`src/rtl/program_dumper.sv`:
```
// ---------------------------------------------------------------------------
// program_dumper
//
// Walks an inclusive address window of the MCPU instruction RAM through a
// second read port. It reads each word, splits it into opcode and three
// operand fields, and presents the words one at a time on a valid/ready
// output stream.
//
// Ports
//   clk, reset               clock; synchronous active-high reset
//   start                    begin a dump (sampled only in IDLE)
//   first_addr, last_addr    inclusive window, sampled with start; wraps past
//                            RAM_SIZE-1 when last_addr < first_addr
//   mem_rd, mem_addr         RAM read strobe and address
//   mem_data                 RAM read data, valid the cycle after mem_rd
//   out_valid, out_ready     output handshake
//   out_addr, out_word       address and raw word currently presented
//   out_opcode, out_op1..3   split fields of out_word
//   busy                     high in every state except IDLE
//   done                     one-cycle pulse after the last word is accepted
//   nonzero_count            count of accepted nonzero words in this dump
//   dbg_state                current FSM state, for debug and checkers
//
// Handshake: a word transfers on a rising edge where out_valid and out_ready
// are both high. While out_valid is high, all out_* fields hold steady until
// that transfer. out_ready has no effect outside the OUT state.
// ---------------------------------------------------------------------------
module program_dumper #(
    parameter int WORD_SIZE    = 16,
    parameter int OPCODE_SIZE  = 4,
    parameter int OPERAND_SIZE = 4,
    parameter int ADDR_SIZE    = 8
) (
    input  logic                    clk,
    input  logic                    reset,
    input  logic                    start,
    input  logic [ADDR_SIZE-1:0]    first_addr,
    input  logic [ADDR_SIZE-1:0]    last_addr,
    output logic                    mem_rd,
    output logic [ADDR_SIZE-1:0]    mem_addr,
    input  logic [WORD_SIZE-1:0]    mem_data,
    output logic                    out_valid,
    input  logic                    out_ready,
    output logic [ADDR_SIZE-1:0]    out_addr,
    output logic [WORD_SIZE-1:0]    out_word,
    output logic [OPCODE_SIZE-1:0]  out_opcode,
    output logic [OPERAND_SIZE-1:0] out_op1,
    output logic [OPERAND_SIZE-1:0] out_op2,
    output logic [OPERAND_SIZE-1:0] out_op3,
    output logic                    busy,
    output logic                    done,
    output logic [ADDR_SIZE:0]      nonzero_count,
    output logic [2:0]              dbg_state
);

    localparam logic [2:0] S_IDLE    = 3'd0;
    localparam logic [2:0] S_ISSUE   = 3'd1;
    localparam logic [2:0] S_CAPTURE = 3'd2;
    localparam logic [2:0] S_OUT     = 3'd3;
    localparam logic [2:0] S_DONE    = 3'd4;

    localparam logic [ADDR_SIZE-1:0] ADDR_ONE = {{(ADDR_SIZE-1){1'b0}}, 1'b1};
    localparam logic [ADDR_SIZE:0]   CNT_ONE  = {{ADDR_SIZE{1'b0}}, 1'b1};

    logic [2:0]           state_q, state_d;
    logic [ADDR_SIZE-1:0] cur_q, cur_d;
    logic [ADDR_SIZE-1:0] last_q, last_d;
    logic [ADDR_SIZE-1:0] addr_q, addr_d;
    logic [WORD_SIZE-1:0] word_q, word_d;
    logic [ADDR_SIZE:0]   nz_q, nz_d;

    always_comb begin
        state_d = state_q;
        cur_d   = cur_q;
        last_d  = last_q;
        addr_d  = addr_q;
        word_d  = word_q;
        nz_d    = nz_q;
        case (state_q)
            S_IDLE: begin
                if (start) begin
                    cur_d   = first_addr;
                    last_d  = last_addr;
                    nz_d    = '0;
                    state_d = S_ISSUE;
                end
            end
            S_ISSUE: begin
                state_d = S_CAPTURE;
            end
            S_CAPTURE: begin
                word_d  = mem_data;
                addr_d  = cur_q;
                state_d = S_OUT;
            end
            S_OUT: begin
                if (out_ready) begin
                    if (word_q != '0) begin
                        nz_d = nz_q + CNT_ONE;
                    end
                    // Equality stop test plus natural overflow of cur
                    // handles windows that wrap through RAM_SIZE-1 to 0.
                    if (cur_q == last_q) begin
                        state_d = S_DONE;
                    end else begin
                        cur_d   = cur_q + ADDR_ONE;
                        state_d = S_ISSUE;
                    end
                end
            end
            S_DONE: begin
                state_d = S_IDLE;
            end
            default: begin
                state_d = S_IDLE;
            end
        endcase
    end

    always_ff @(posedge clk) begin
        if (reset) begin
            state_q <= S_IDLE;
            cur_q   <= '0;
            last_q  <= '0;
            addr_q  <= '0;
            word_q  <= '0;
            nz_q    <= '0;
        end else begin
            state_q <= state_d;
            cur_q   <= cur_d;
            last_q  <= last_d;
            addr_q  <= addr_d;
            word_q  <= word_d;
            nz_q    <= nz_d;
        end
    end

    // All control outputs decode directly from the registered state, so a
    // reset clears them at the same edge with no partial pulses.
    assign mem_rd        = (state_q == S_ISSUE);
    assign mem_addr      = cur_q;
    assign out_valid     = (state_q == S_OUT);
    assign busy          = (state_q != S_IDLE);
    assign done          = (state_q == S_DONE);
    assign out_addr      = addr_q;
    assign out_word      = word_q;
    assign out_opcode    = word_q[WORD_SIZE-1 -: OPCODE_SIZE];
    assign out_op1       = word_q[3*OPERAND_SIZE-1 -: OPERAND_SIZE];
    assign out_op2       = word_q[2*OPERAND_SIZE-1 -: OPERAND_SIZE];
    assign out_op3       = word_q[OPERAND_SIZE-1 -: OPERAND_SIZE];
    assign nonzero_count = nz_q;
    assign dbg_state     = state_q;

endmodule

```
`config.mk`:
```
export PLATFORM = sky130hd
export DESIGN_NAME = program_dumper
export DESIGN_NICKNAME = d
export VERILOG_FILES = /design/src/rtl/program_dumper.sv
export SDC_FILE = /design/constraint.sdc
export NUM_CORES = 1
export LEC_CHECK = 0
export BUFFER_PORTS_ARGS = -buffer_cell sky130_fd_sc_hd__buf_2
export CAP_MARGIN = 40
export CORE_MARGIN = 1
export CORE_UTILIZATION = 43
export DETAILED_ROUTE_END_ITERATION = 12
export PLACE_DENSITY = 0.75
export SYNTH_ARGS = -nofsm -noshare
export SYNTH_HDL_FRONTEND = slang
export SYNTH_SLANG_ARGS = --single-unit
```
`constraint.sdc`:
```
create_clock -name clk -period 1.95 [get_ports clk]
set_input_delay 0.585 -clock clk [delete_from_list [all_inputs] [get_ports clk]]
set_output_delay 0.585 -clock clk [all_outputs]
set_load 0.005 [all_outputs]
```
==> key figures <==
Global route
  – Number of global-route vias before repair: between 2000 and 2500
  – GR Overflow Total: 0
  – First-pass GRT wire length: between 10000 and 15000 um
  – Initial antenna violation count: 0
  – Largest net degree at the start of global routing: 28
  – All-Layer GR Usage: between 20% and 30%

Timing
  – Fin crit period: 1.85 ns
  – Slew margin rel.: between 60% and 70%
  – Setup TNS: 0 ns
  – RSZ-0062 raised after global routing: no
  – Final hold vios: 0
  – Layout Skew: a little over 0.007 ns
  – Part of the cycle the worst path needs: 94.6%
  – Max Fclk: 0.542 GHz
  – Final setup vio count: 0
  – Final worst slack: around 0.10 ns
  – Worst-margin pin slew: 0.533 ns
  – Max Slew Vio Count: 0
  – WHS: between 0.4 and 0.5 ns

Synthesis
  – Ys async rst share: 0%
  – Warnings, synthesis: 0
  – Post-synth top area share: between 40% and 50%
  – Mapped Avg Cell Area: approximately 8.0 um2
  – Sequential share of the synthesized area: 41.8%
  – Synth area leaders: dfxtp_1 (42%), nand2_1 (11%), a21oi_1 (8.2%)
  – Post-synthesis register bit count: 52
  – Yosys top cell by area: dfxtp_1
  – Cell count after synthesis: a little over 300
  – Top_reg_cell synth: dfxtp_1
  – Post-synth cell types: 44
  – Post-Syn Area: 2490 um2
  – Synth Net Count: roughly 350
  – Post-synth EDFFs: 0

Clocking
  – Clock slew at reported path FFs: approximately 0.10 ns
  – CTS tree: built
  – Clock Tree Buf Depth: 2
  – TritonCTS Sinks: between 50 and 60
  – Skew-Pair Late Insertion Delay: 0.30 ns
  – CTS hold repair buffers: 0
  – Post-CTS Setup Bufs: 0
  – CTS Buf Count: 5
  – H-tree depth: 2
  – Root buffer cell: clkbuf_8

Floorplan
  – Die W: slightly below 80 um
  – Height of the chip: between 70 and 80 um
  – Core area: between 5000 and 6000 um2
  – Row count: 27
  – Die ar.: slightly above 6000 um2
  – # IOs: 100
  – Initial Util: ~45%

Final layout
  – Diode count: 0
  – Non-Filler Instances: between 400 and 500
  – Area growth, synth to finish: 26.6%
  – Layout cell share with drive strength beyond 1: 34.7%
  – Reg area: about 1000 um2
  – Total Nets Final: about 450
  – Layout fillers: ~530
  – Multi-input logic area: between 1000 and 1500 um2

Power
  – Pwr dens: 768 nW/um2
  – Design internal power: roughly 1700 uW
  – Max IR drop VDD: 0.000345 V
  – Sequential share of power: between 40% and 50%
  – Pleak: ~0.0014 uW
  – Switching part of the total power: a little under a third
  – Combinational power share: between 20% and 30%
  – P_sw: 764 uW
  – Clock network power share: around 26%

Routing
  – First-pass DRT Iterations: 4
  – Antenna violation net count after detailed routing: 0
  – WL met2: 3030 um
  – Via/cell ratio: about 5.3
  – # DRC: 0
  – DRT Wirelength: around 6300 um
  – DR vias: between 2000 and 3000
  – DR iter-0 viols: between 100 and 150
  – Met3 wire length: approximately 440 um
  – Met1 Wirelength: 2790 um
  – Wire length per cell: approximately 13 um
  – DR top layer: met4

Flow run
  – Max-cap viol count: 0

Placed design
  – Post-DP HPWL: between 4000 and 5000 um
  – Port bufs: 99
  – Placed Instances: around 470
  – Dpl ws: 0.0183 ns
  – GPL Wtd Cong: about 0.9

Critical path
  – CP Max Fanout: 8
  – CP Capture Type: primary output
  – CP Cell Sequence: buf_4 -> or3_1 -> buf_2
  – R2r worst-path depth: 6
  – Startpoint types: flop
  – Worst Path Arrival: between 1 and 1.5 ns
  – R2r startpoint: mem_addr[1]
  – Worst Path Class, Setup: reg2out
  – Max incr delay on CP: 0.37 ns
  – Worst EP required: roughly 1.4 ns
  – CP max stage cell: dfxtp_2
  – CP startpoint: dbg_state[1]

Min path
  – Hold Path Stages: 2
  – Worst hold path type: reg2reg
  – Hold_sp: out_addr[1]

Status
  – Status: complete, no violations
==> cell usage in the layout (no fill, tap or decap), types with 2 or more instances in the layout <==
master / instances
dfxtp_1: 49
a21oi_1: 41
or3_1: 5
a31oi_1: 4
buf_4: 25
a211oi_1: 2
xor2_1: 10
o21ai_0: 9
buf_2: 99
nor2_1: 8
o2bb2ai_1: 2
nor4_1: 6
o31ai_1: 2
nor3b_1: 3
a2111oi_0: 2
or4_1: 2
inv_1: 6
nand3_1: 12
nand4_1: 3
ha_1: 2
nand3b_1: 4
o21bai_1: 2
o21a_1: 2
nor4_2: 2
nor3_1: 3
clkbuf_8: 5
dfxtp_2: 3
nand2_1: 73
a221oi_1: 2
mux2i_1: 2
and2_1: 2
==> layout make-up <==
class | instances | area share (%)
multi-input cells | 218 | 38.6
well taps | 72 | 2.86
inverters | 7 | 0.834
clock buffers | 5 | 2.18
clock inverters | 3 | 0.715
flip-flops and latches | 52 | 33.1
repair buffers | 124 | 21.7
==> routing by layer <==
metal	vias up	GRT usage [%]
met5	-	0
met4	0	6.48
met1	1173	27.0
met2	98	37.5
met3	7	4.65
li1	1263	-
==> power by group through the flow <==
stage               logic (uW)  registers, uW  clock network [uW]
floorplan                  336           1220                   0
global placement           589           1210                   0
detailed placement         594           1220                   0
CTS                        599           1190                 651
global route               665           1210                 706
finish                     601           1190                 626
==> flip-flops by register name, summed over array words and instances (netlist names) <==
| register | count |
|---|---|
| dbg_state | 3 |
| nonzero_count | 9 |
| out_addr | 8 |
| mem_addr | 8 |
| out_word | 16 |
| last_q | 8 |
==> timing repair <==
action,in CTS,in global routing
setup endpoints to repair,0,11
hold endpoints to repair,0,0
gates resized for setup,0,4
==> critical path, delay by kind of cell (launching register included) <==
kind	cells	cell delay (ns)
buffers and inverters	2	0.30
flip-flops	1	0.37
AND/OR/NAND/NOR	1	0.29
==> metrics by stage <==
stage	total power, uW	cell area [um2]	util (%)
6_report	2420	3150	56.9
5_1_grt	2580	3150	56.9
3_5_place_dp	1810	3060	55.1
3_3_place_gp	1800	3060	55.1
2_1_floorplan	1560	2490	-
4_1_cts	2440	3150	56.8
==> synthesized netlist by cell type (2+ instances only) <==
library cell and instances:
nor3_1 3, nand4_1 3, or4_1 2, o2bb2ai_1 2, o31ai_1 2, nand3_1 12
nand3b_1 4, nor3b_1 3, nor4_2 2, inv_1 6, xor2_1 10, buf_6 2
a211oi_1 2, ha_1 2, o21a_1 2, buf_4 17, a221oi_1 2, o21ai_0 9
and2_1 2, a31oi_1 4, mux2i_1 2, nand2_1 73, nor2_1 8, dfxtp_1 52
or3_1 5, o21bai_1 2, nor4_1 6, a21oi_1 41, a2111oi_0 3, clkbuf_1 14
==> logic make-up after synthesis <==
kind of cell,Yosys count,share of synthesized area [%]
adder cells (fa/ha/maj),2,1.00
flip-flops,52,41.8
AND/OR/NAND/NOR,128,25.1
AO/OA/AOI/OAI,75,17.9
buffers and inverters,41,9.40
XOR/XNOR,10,3.52
multiplexers,3,1.26
==> path summary, 6_finish.rpt <==
kind	end	slack, ns
max	busy	0.10
min	out_addr[1]	0.46
max reg2reg	mem_addr[7]	0.14
min reg2reg	out_addr[1]	0.46
Power figures use the tool's default switching activity.
